File: config.mk
export PLATFORM = sky130hd
export DESIGN_NAME = z80_bus_arbiter
export DESIGN_NICKNAME = d
export VERILOG_FILES = /design/src/rtl/z80_bus_arbiter.sv
export SDC_FILE = /design/constraint.sdc
export NUM_CORES = 1
export LEC_CHECK = 0
export CAP_MARGIN = 20
export CORE_ASPECT_RATIO = 1.5
export CORE_MARGIN = 10
export CORE_UTILIZATION = 25
export CTS_CLUSTER_SIZE = 10
export DETAILED_ROUTE_END_ITERATION = 7
export PLACE_DENSITY_LB_ADDON = 0.3
export SYNTH_ARGS = -nofsm -noshare
export SYNTH_HDL_FRONTEND = slang
export SYNTH_SLANG_ARGS = --single-unit
export TNS_END_PERCENT = 1
File: constraint.sdc
create_clock -name eclk -period 4.1 [get_ports eclk]
set_input_delay 0.41 -clock eclk [delete_from_list [all_inputs] [get_ports eclk]]
set_output_delay 0.41 -clock eclk [all_outputs]
set_load 0.05 [all_outputs]
File: src/rtl/z80_bus_arbiter.sv
// z80_bus_arbiter: shares the test SoC RAM between the Z80 (via BUSRQ/BUSAK) and a host/debug port.
// Optional `Z80_ARB_HOLD_EN keeps the bus for HOLD_CYCLES idle cycles after the last host transaction.
module z80_bus_arbiter #(
  parameter int unsigned TIMEOUT     = 4096,
  parameter int unsigned RD_LAT      = 2,
  parameter int unsigned WR_CYCLES   = 2,
  parameter int unsigned HOLD_CYCLES = 16
) (
  input  logic        eclk,
  input  logic        ereset,
  input  logic        host_req,
  input  logic        host_we,
  input  logic [15:0] host_addr,
  input  logic [7:0]  host_wdata,
  output logic [7:0]  host_rdata,
  output logic        host_ack,
  output logic        host_err,
  output logic        host_owns,
  output logic        _busrq,
  input  logic        _busak,
  input  logic [15:0] z80_ab,
  input  logic [7:0]  z80_db_o,
  input  logic        z80_wr_n,
  input  logic        z80_mreq_n,
  output logic [15:0] ram_ab,
  output logic [7:0]  ram_di,
  output logic        ram_we_n,
  input  logic [7:0]  ram_do
);

  // One counter serves the BUSAK timeout, the access phase and the hold window.
  localparam int unsigned CMAX = (TIMEOUT > HOLD_CYCLES) ? TIMEOUT : HOLD_CYCLES;
  localparam int unsigned CW   = (CMAX > 256) ? $clog2(CMAX) : 8;

  typedef enum logic [2:0] {IDLE, REQ, ACCESS, ACK, GRANT, RELEASE} state_t;

  state_t        r_state;
  logic          r_busak_m;
  logic          r_busak_s;
  logic [CW-1:0] r_cnt;
  logic          r_we;
  logic [15:0]   r_addr;
  logic [7:0]    r_wdata;
  logic          r_busrq;
  logic          r_ack;
  logic          r_err;
  logic [7:0]    r_rdata;
  logic          w_owns;
  logic          w_access_done;

  assign w_owns        = (r_state == ACCESS) || (r_state == ACK) || (r_state == GRANT);
  assign w_access_done = (r_cnt == (r_we ? CW'(WR_CYCLES - 1) : CW'(RD_LAT - 1)));

  always_ff @(posedge eclk) begin
    if (ereset) begin
      r_state   <= IDLE;
      r_busak_m <= 1'b1;
      r_busak_s <= 1'b1;
      r_cnt     <= '0;
      r_we      <= 1'b0;
      r_addr    <= '0;
      r_wdata   <= '0;
      r_busrq   <= 1'b1;
      r_ack     <= 1'b0;
      r_err     <= 1'b0;
      r_rdata   <= '0;
    end else begin
      r_busak_m <= _busak;
      r_busak_s <= r_busak_m;
      r_ack     <= 1'b0;
      r_err     <= 1'b0;
      unique case (r_state)
        IDLE: begin
          if (host_req) begin
            r_we    <= host_we;
            r_addr  <= host_addr;
            r_wdata <= host_wdata;
            r_busrq <= 1'b0;
            r_cnt   <= '0;
            r_state <= REQ;
          end
        end
        REQ: begin
          if (!r_busak_s) begin
            r_cnt   <= '0;
            r_state <= ACCESS;
          end else if (r_cnt == CW'(TIMEOUT - 1)) begin
            r_err   <= 1'b1;
            r_busrq <= 1'b1;
            r_cnt   <= '0;
            r_state <= RELEASE;
          end else begin
            r_cnt <= r_cnt + 1'b1;
          end
        end
        ACCESS: begin
          if (w_access_done) begin
            if (!r_we) r_rdata <= ram_do;
            r_ack   <= 1'b1;
            r_cnt   <= '0;
            r_state <= ACK;
          end else begin
            r_cnt <= r_cnt + 1'b1;
          end
        end
        ACK: r_state <= GRANT;
        GRANT: begin
          if (host_req) begin
            r_we    <= host_we;
            r_addr  <= host_addr;
            r_wdata <= host_wdata;
            r_cnt   <= '0;
            r_state <= ACCESS;
          end
`ifdef Z80_ARB_HOLD_EN
          else if (r_cnt == CW'(HOLD_CYCLES - 1)) begin
            r_busrq <= 1'b1;
            r_cnt   <= '0;
            r_state <= RELEASE;
          end else begin
            r_cnt <= r_cnt + 1'b1;
          end
`else
          else begin
            r_busrq <= 1'b1;
            r_state <= RELEASE;
          end
`endif
        end
        RELEASE: if (r_busak_s) r_state <= IDLE;
        default: r_state <= IDLE;
      endcase
    end
  end

  // Z80 path is purely combinational so the core never sees extra wait states.
  always_comb begin
    if (w_owns) begin
      ram_ab   = r_addr;
      ram_di   = r_wdata;
      ram_we_n = !((r_state == ACCESS) && r_we);
    end else begin
      ram_ab   = z80_ab;
      ram_di   = z80_db_o;
      ram_we_n = z80_wr_n | z80_mreq_n;
    end
  end

  assign host_rdata = r_rdata;
  assign host_ack   = r_ack;
  assign host_err   = r_err;
  assign host_owns  = w_owns;
  assign _busrq     = r_busrq;

endmodule

Word-level counts from Yosys, hierarchy flattened. Index checks and enable logic that the tools add are counted.

Logic and storage cells: 69. Input port bits: 63. Register bits: 53. Output and inout port bits: 37.

Equal/unequal tests: 15. Reductions and logical operators: 15. Mux-type cells: 22. $add $sub $neg: 1. Bitwise operators: 5.

Operators by type and width (count): 12-bit two-way mux (4); 12-bit one-hot mux with 3 select lines (1); 3-bit two-way mux (6); 3-bit one-hot mux with 6 select lines (1); 16-bit two-way mux (1); 12-bit by 1-bit adder with 12-bit output (second input constant) (1); 12-bit by 1-bit == test with 1-bit output (second input constant) (1); 12-bit == test (second input constant) (1); 2-bit != test (second input constant) (6); 8-bit two-way mux (1); 1-bit two-way mux (7); 3-bit by 2-bit == test with 1-bit output (second input constant) (2); 3-bit == test (second input constant) (2); 3-bit nonzero test (2); 5-bit AND reduction (1); 1-bit NOT (4); 2-bit AND reduction (2); 4-bit AND reduction (1); 2-bit OR reduction (2); 3-bit by 1-bit == test with 1-bit output (second input constant) (1); 3-bit zero test (1); 3-bit != test (second input constant) (1); 1-bit one-hot mux with 3 select lines (1); 3-bit AND reduction (1); other kinds (6) (7).

Depth between registers and ports, before layout. Gate-level depths: netlist of run 1.

Depth in word-level cells: 4. Depth in mapped cells: 7. Mapped depth without buffers: 6.

Worst setup path after synthesis of run 1. Ideal clock, no wire load.

Path type: reg-to-output. From: register r_state[0]. To: output ram_we_n. Data required time: 3.690 ns. Setup slack: 1.851 ns. Stages on the path, launching flop included: 6. Data arrival time: 1.839 ns. Path buffers: 2. Path through: dfxtp_1 -> buf_2 -> nor3_1 -> a21oi_2 -> buf_2 -> a32oi_1.

Cells in the longest elaborated chain, start to end: 4. Elaborated cells on any way between the ends: 8. Classes of those cells: eq/ne (3); mux (1); reduce/logical (4).

RTL lines: start: declaration (RTL line 37) `state_t r_state;`; start signal: assignment (RTL line 56) `r_state <= IDLE;`; start signal: assignment (RTL line 80) `r_state <= REQ;`; start signal: assignment (RTL line 86) `r_state <= ACCESS;`; 3-bit by 2-bit == test with 1-bit output (on tied branches) (RTL line 51, 141); 1-bit logical AND or 1-bit logical OR (tied branches) (RTL line 141, 51); 1-bit zero test or 1-bit logical OR (tied branches) (RTL line 141, 51); 1-bit two-way mux (*) (RTL line 138) `if (w_owns) begin`; end: declaration (RTL line 27) `output logic ram_we_n,`.

Every way passes the cells marked *; elsewhere a longest branch is shown, timed or not.

Worst setup path after layout of run 1.
From: register r_state[2]. To: output ram_di[1].

Cells in the longest elaborated chain, start to end: 4. Elaborated cells on any way between the ends: 6. Classes of those cells: eq/ne (3); mux (1); reduce/logical (2).

RTL lines: 3-bit by 2-bit == test with 1-bit output (RTL line 51) `assign w_owns = (r_state == ACCESS) || (r_state == ACK) || (r_state == GRANT);`; 1-bit logical OR (RTL line 51); 1-bit logical OR (*) (RTL line 51); 8-bit two-way mux (*) (RTL line 138); end: declaration (RTL line 26) `output logic [7:0] ram_di,`.

Marked as above.

==> results of run 1 <==
[sequential cells by signal (all words and copies together), names as in the netlist]
register    count
host_err        1
r_busak_m       1
r_addr         16
r_cnt          12
r_wdata         8
_busrq          1
r_state         3
host_rdata      8
r_we            1
host_ack        1
r_busak_s       1
[where the power goes]
group,internal (W),switching (W)
combinational,0.000192,0.000270
clock,0.000284,0.000186
sequential,0.000547,0.0000314
[kinds of logic (layout without fill, tap and decap cells)]
kind of cell | Yosys count | in the layout
AO/OA/AOI/OAI | 64 | 64
XOR/XNOR | 3 | 3
adder cells (fa/ha/maj) | 2 | 2
buffers and inverters | 24 | 114
flip-flops | 53 | 53
multiplexers | 32 | 32
AND/OR/NAND/NOR | 112 | 112
[stage by stage]
stage / hold WS (ns) / worst slack, ns / cells / total power [W]
finish: 0.406 / 0.735 / 495 / 0.00151
global route: 0.441 / 0.524 / 495 / 0.00159
CTS: 0.413 / 0.692 / 494 / 0.00154
detailed placement: 0.393 / 1.01 / 487 / 0.00105
global placement: 0.396 / 1.09 / 487 / 0.00105
floorplan: 0.389 / 1.85 / 290 / 0.000881
[worst reg2reg max path: cells and delay by family, from the launching register on]
family           cells  cell delay [ns]
AO/OA/AOI/OAI        2             0.54
flip-flops           1             0.47
AND/OR/NAND/NOR      2             1.14
[cell usage after synthesis, types with 2 or more instances]
| cell | instances |
|---|---|
| clkbuf_1 | 12 |
| nor2_1 | 15 |
| o21ai_0 | 8 |
| o21a_1 | 2 |
| o31ai_1 | 3 |
| nor4b_1 | 2 |
| inv_1 | 6 |
| nor3b_1 | 2 |
| or3_1 | 5 |
| or2_2 | 2 |
| ha_1 | 2 |
| mux2_1 | 23 |
| a211oi_1 | 9 |
| nor3_1 | 7 |
| nor2b_1 | 3 |
| a21o_1 | 2 |
| and3_1 | 3 |
| buf_2 | 6 |
| a21oi_1 | 29 |
| mux2i_1 | 8 |
| dfxtp_1 | 53 |
| xnor2_1 | 2 |
| nand2_1 | 57 |
| nand4_1 | 4 |
| a211oi_2 | 2 |
| or4_1 | 3 |
| nor4_1 | 2 |
[path summary, 6_finish.rpt]
check,endpoint,cells after the start,start,slack (ns)
min reg2reg,r_busak_s,1,r_busak_m,0.41
min,r_busak_s,1,r_busak_m,0.41
max reg2reg,r_cnt[7],4,r_state[1],1.87
max,ram_di[1],4,r_state[2],0.73
[area by class of cell]
| class | instances | area (µm²) |
|---|---|---|
| clock buffers | 5 | 125 |
| clock inverters | 2 | 35.0 |
| fillers | 1008 | 6030 |
| inverters | 6 | 22.5 |
| multi-input cells | 213 | 1370 |
| flip-flops and latches | 53 | 1060 |
| well taps | 115 | 144 |
| repair buffers | 101 | 1010 |
[routing by layer]
| metal | routed length [µm] | global-route usage | share of wire |
|---|---|---|---|
| met1 | 3140 | 0.114 | 0.41 |
| met2 | 4020 | 0.184 | 0.52 |
| met3 | 424 | 0.0285 | 0.055 |
| met4 | 86 | 0.0291 | 0.011 |
| met5 | 0 | 0 | 0 |
==> summary.txt, run 1 <==
Clock network
  • Clock transition at path regs: 0.06 ns
  • Hold buffer count at CTS: 0
  • TritonCTS Sinks: 53
  • CTS tree: done
  • Postcts setup bufs: 0
  • Longest Clk Path Bufs: 2
  • H-tree Lvls: 2
  • CTS buffer count: 5
  • Post-cts resize count: 0
  • CTS root buf: clkbuf_16
  • Clk_lat worst skew: 0.29 ns

Yosys
  • Post-synth EDFFs: 0
  • Yosys reg bits: 53
  • Area contributors post-synth: dfxtp_1 (42%), mux2_1 (10%), nand2_1 (8.5%)
  • Post-synthesis mux area share: 0.139
  • Post-synth top area cell: dfxtp_1
  • Area of the mapped netlist: roughly 2500 µm²
  • Synth Area in Simple Gates: 0.215
  • Synth Warn #: 0
  • Async SR Flop Fraction: 0
  • Top cell type's share of synthesized area: 0.420
  • Synth Area in XOR/XNOR: 0.0104
  • Post-synthesis area per instance: 8.71 µm²
  • Unique cell type count in the Yosys netlist: 45
  • Post-synth net total: 355
  • Syn Inst Count: 290
  • Adder-cell area share of the yosys netlist: 0.00991
  • Sequential cell area fraction in the yosys report: 0.420
  • Top FF cell, synth: dfxtp_1
  • Compound-Gate Fraction of Synth Area: 0.167
  • Largest family of logic cells by synthesized area: simple AND/OR/NAND/NOR gates

Layout
  • Most frequent cells in the layout: clkdlybuf4s50_1 (98), nand2_1 (57), dfxtp_1 (53)
  • Final Core Density: 0.385
  • Fin nets: 445
  • Antenna cell count: 0
  • Share of cells above drive strength 1: 0.0526
  • Final instance area: 3770 µm²
  • Area delta synth->final: 49.3%
  • Commonest non-fill, non-tap cell in the layout: clkdlybuf4s50_1

Critical path
  • CP bufs+invs: 2
  • CP Data Arrival Time: 2.96 ns
  • Type of the worst setup path: flop to output pin
  • Startpoint types: flop
  • CP Max Fanout: 26
  • Critical path's largest stage delay: 0.74 ns
  • Cells along the critical path: inv_1 > a21oi_4 > mux2_2 > clkdlybuf4s50_1
  • CP max-delay cell: a21oi_4
  • Cell family with most CP delay: buffers and inverters
  • CP endpoint kind: output pin
  • Critical Path RT: 3.69 ns

GRT
  • Antenna violations before repair: 0
  • Largest net degree at the start of global routing: 53
  • First-pass GRT wire length: around 12000 µm
  • GRT overflow: 0
  • Number of global-route vias before repair: 2325
  • GRT Total Usage: 0.103

Route
  • Drt pass-1 iters: 4
  • Final WL: 7670 µm
  • DRT iter0 DRCs: 135
  • DR vias: around 2400
  • DR vias/cell: between 4 and 5
  • Drt wl/cell: 15.5 µm
  • Drt drc: 0
  • Routed Antenna Nets: 0

Power and ir drop
  • Leakage power: 1.33 nW
  • Worst-case vdd ir drop: about 0.00019 V
  • Total power divided by cell area: 401 nW/µm²

STA
  • RSZ-0062 raised after global routing: no
  • Period utilization: 0.821
  • Max Fclk: 297 MHz
  • Worst-Margin Slew: 1.04 ns
  • Headroom to the max-slew limit: 0.307
  • Final worst path period need: 3.37 ns
  • Final Hold Fails: 0
  • Setup TNS: 0 ns
  • # setup viols final: 0
  • Slew Viols, Final: 0
  • Skew final: 0.00415 ns

Floorplanning
  • Row cnt: 44
  • Ports: 100
  • CORE AREA: around 9800 µm²
  • Die area: 14600 µm²
  • Initial core utilization: 0.258
  • Die Span X: roughly 100 µm
  • Height of the die: roughly 140 µm

Placed design
  • Port Buf Inserts: 99
  • Final Wtd Congestion: 0.803
  • Post-DP HPWL: ~5700 µm
  • Area after DPL: 3590 µm²

Run
  • Max_cap viols: 0

Outcome
  • Status: finished, final reports clean

Worst hold path
  • Hold WC Path Type: flop to flop
Power figures use the tool's default switching activity.
==> inputs of run 2 (changes only) <==
==> constraint.sdc (replaced) <==
create_clock -name eclk -period 2.9 [get_ports eclk]
set_input_delay 0.29 -clock eclk [delete_from_list [all_inputs] [get_ports eclk]]
set_output_delay 0.29 -clock eclk [all_outputs]
set_load 0.05 [all_outputs]
==> run 2 against run 1 <==
Against the previous run:
- count of clock-buffer cells in the layout up 1
- worst setup slack worse by 0.49 ns
- total power up 34%
- critical endpoint is now host_owns
==> summary.txt, run 2 (synthesized netlist as in run 1, its figures left out) <==
Outcome
  • Status: finished, final reports clean

Layout
  • Share of cells above drive strength 1: 0.120 (+0.0678)
  • Footprint of the multi-input gates: 1370 µm² (unchanged)
  • Area delta synth->final: 46.0%
  • Commonest non-fill, non-tap cell in the layout: clkdlybuf4s50_1
  • Fillers: 1025 (+1.7%)
  • Fin nets: 446 (+0.22%)
  • Largest registers: r_addr: 16 flops, r_cnt: 12 flops
  • Most frequent cells in the layout: clkdlybuf4s50_1 (73), nand2_1 (57), dfxtp_1 (53)
  • Largest Register: r_addr
  • Max FFs per register: 16 (unchanged)
  • Register area: 1060 µm² (unchanged)
  • Antenna cell count: 0 (unchanged)

Power and ir drop
  • Total power divided by cell area: 550 nW/µm² (+37%)
  • Worst-case vdd ir drop: 0.000211 V (+14%)
  • Leakage power: 1.35 nW (+1.2%)

Floorplanning
  • CORE AREA: 9800 µm² (unchanged)
  • Die Span X: 102 µm (unchanged)
  • Ports: 100 (unchanged)
  • Row cnt: 44 (unchanged)
  • Initial core utilization: 0.258 (unchanged)
  • Height of the die: 143 µm (unchanged)
  • Die area: 14600 µm² (unchanged)

Critical path
  • Critical Path RT: 2.61 ns (-1.08 ns)
  • Reg2Reg Setup Slack: 0.72 ns (-1.15 ns)
  • CP Data Arrival Time: 2.36 ns (-0.60 ns)
  • Reg2reg start: r_cnt[0]
  • Startpoint types: flop
  • Worst reg2reg path endpoint: host_rdata[1]
  • Worst R2R Path Depth: 5 (+1)
  • CP endpoint kind: output pin
  • CP Max Fanout: 14 (-46%)
  • Type of the worst setup path: flop to output pin

Route
  • Routed Antenna Nets: 0 (unchanged)
  • DR vias: 2391 (+0.17%)
  • Drt pass-1 iters: 6 (+2)
  • DR vias/cell: 4.81 (-0.24%)
  • Final WL: 7550 µm (-1.6%)
  • Drt drc: 0 (unchanged)
  • Drt wl/cell: 15.2 µm (-2.0%)
  • DRT iter0 DRCs: 130 (-3.7%)

STA
  • Headroom to the max-slew limit: 0.319 (+0.0118)
  • Final worst path period need: 2.65 ns
  • Final hold slack: 0.409 ns (+0.00237 ns)
  • Period utilization: 0.915
  • Slew Viols, Final: 0 (unchanged)
  • Skew final: 0.00411 ns (-0.0000393 ns)
  • Worst-Margin Slew: 1.02 ns (-0.0178 ns)
  • Final Hold Fails: 0 (unchanged)
  • RSZ-0062 raised after global routing: no
  • Setup TNS: 0 ns (unchanged)
  • Max Fclk: 377 MHz
  • Fin worst setup slack: 0.246 ns (-0.489 ns)
  • # setup viols final: 0 (unchanged)

GRT
  • GRT Total Usage: 0.103 (+0.000530)
  • GRT overflow: 0 (unchanged)
  • Antenna violations before repair: 0 (unchanged)
  • First-pass GRT wire length: 12200 µm (+0.97%)
  • Largest net degree at the start of global routing: 53 (unchanged)
  • Number of global-route vias before repair: 2414 (+3.8%)

Clock network
  • CTS buffer count: 5 (unchanged)
  • Clk_lat worst skew: 0.29 ns (about the same)
  • TritonCTS Sinks: 53 (unchanged)
  • Postcts setup bufs: 0 (unchanged)
  • Clock transition at path regs: 0.06 ns (about the same)
  • CTS tree: done
  • H-tree Lvls: 2 (unchanged)
  • CTS root buf: clkbuf_16
  • Post-cts resize count: 0 (unchanged)
  • Hold buffer count at CTS: 0 (unchanged)
  • Longest Clk Path Bufs: 2 (unchanged)

Placed design
  • Post-DP HPWL: 5610 µm (-0.89%)
  • Port Buf Inserts: 99 (unchanged)
  • Final Wtd Congestion: 0.833 (+3.8%)
  • DP Worst Slack: 0.542 ns (-0.465 ns)

Run
  • Max_cap viols: 0 (unchanged)

Worst hold path
  • Min-Delay Path Depth: 1 (unchanged)
  • Hold WC Path Type: flop to flop
  • Worst Hold Launch: r_busak_m
  • Hold path endpoint: r_busak_s
run 2: changes by cell type in the layout (fill, tap and decap cells not counted):
cell	delta
buf_4	+27
clkdlybuf4s50_1	-25
buf_8	-1
bufinv_16	-1
clkbuf_1	+1
clkinv_2	+1
run 2: how the worst max path moves through the flow:
| stage | start | to | slack, ns | cells after the start |
|---|---|---|---|---|
| detailed placement | r_state[2] | host_owns | 0.54 | 5 |
| CTS | r_state[2] | host_owns | 0.22 | 5 |
| floorplan | r_state[0] | ram_we_n | 0.77 | 5 |
| global placement | r_state[2] | host_owns | 0.57 | 5 |
| finish | r_state[2] | host_owns | 0.25 | 5 |
| global route | r_state[2] | host_owns | 0.06 | 5 |
run 2: power by group:
| part | switching (W) | internal, W |
|---|---|---|
| clock | 0.000256 | 0.000318 |
| sequential | 0.0000459 | 0.000773 |
| combinational | 0.000379 | 0.000255 |
run 2: per-layer routing:
metal,vias to the layer above,global-route usage,routed length [µm]
met5,-,0,0
met4,0,0.0350,118
met3,10,0.0290,428
met2,56,0.191,4060
met1,1114,0.107,2940
li1,1211,-,-
run 2: through the flow:
| step | cell area (µm²) | utilization | power, W | cells |
|---|---|---|---|---|
| 2_1_floorplan | 2520 | - | 0.00125 | 290 |
| 3_3_place_gp | 3550 | 0.362 | 0.00147 | 489 |
| 3_5_place_dp | 3550 | 0.362 | 0.00148 | 489 |
| 4_1_cts | 3690 | 0.376 | 0.00207 | 497 |
| 5_1_grt | 3690 | 0.376 | 0.00215 | 497 |
| 6_report | 3690 | 0.376 | 0.00203 | 497 |
run 2: final cells by class:
class                      count  share of cell area
multi-input combinational    213               0.373
clock buffer                   6              0.0350
tap                          115              0.0390
clock inverter                 2             0.00272
sequential                    53               0.288
inverter                       6             0.00611
timing repair buffer         102               0.257
run 2: worst max-delay path, stage by stage (launching register included):
cell	delay, ns
dfxtp_1	0.57
inv_1	0.21
nor3_1	0.35
a21oi_4	0.05
inv_1	0.07
clkdlybuf4s50_1	0.82
==> inputs of run 3 (changes only) <==
--- a/config.mk
+++ b/config.mk
@@ -12,6 +12,7 @@
 export CTS_CLUSTER_SIZE = 10
 export DETAILED_ROUTE_END_ITERATION = 7
 export PLACE_DENSITY_LB_ADDON = 0.3
+export SLEW_MARGIN = 20
 export SYNTH_ARGS = -nofsm -noshare
 export SYNTH_HDL_FRONTEND = slang
 export SYNTH_SLANG_ARGS = --single-unit
==> results of run 3 <==
Final layout, timing and power as in run 2 (identical DEF).
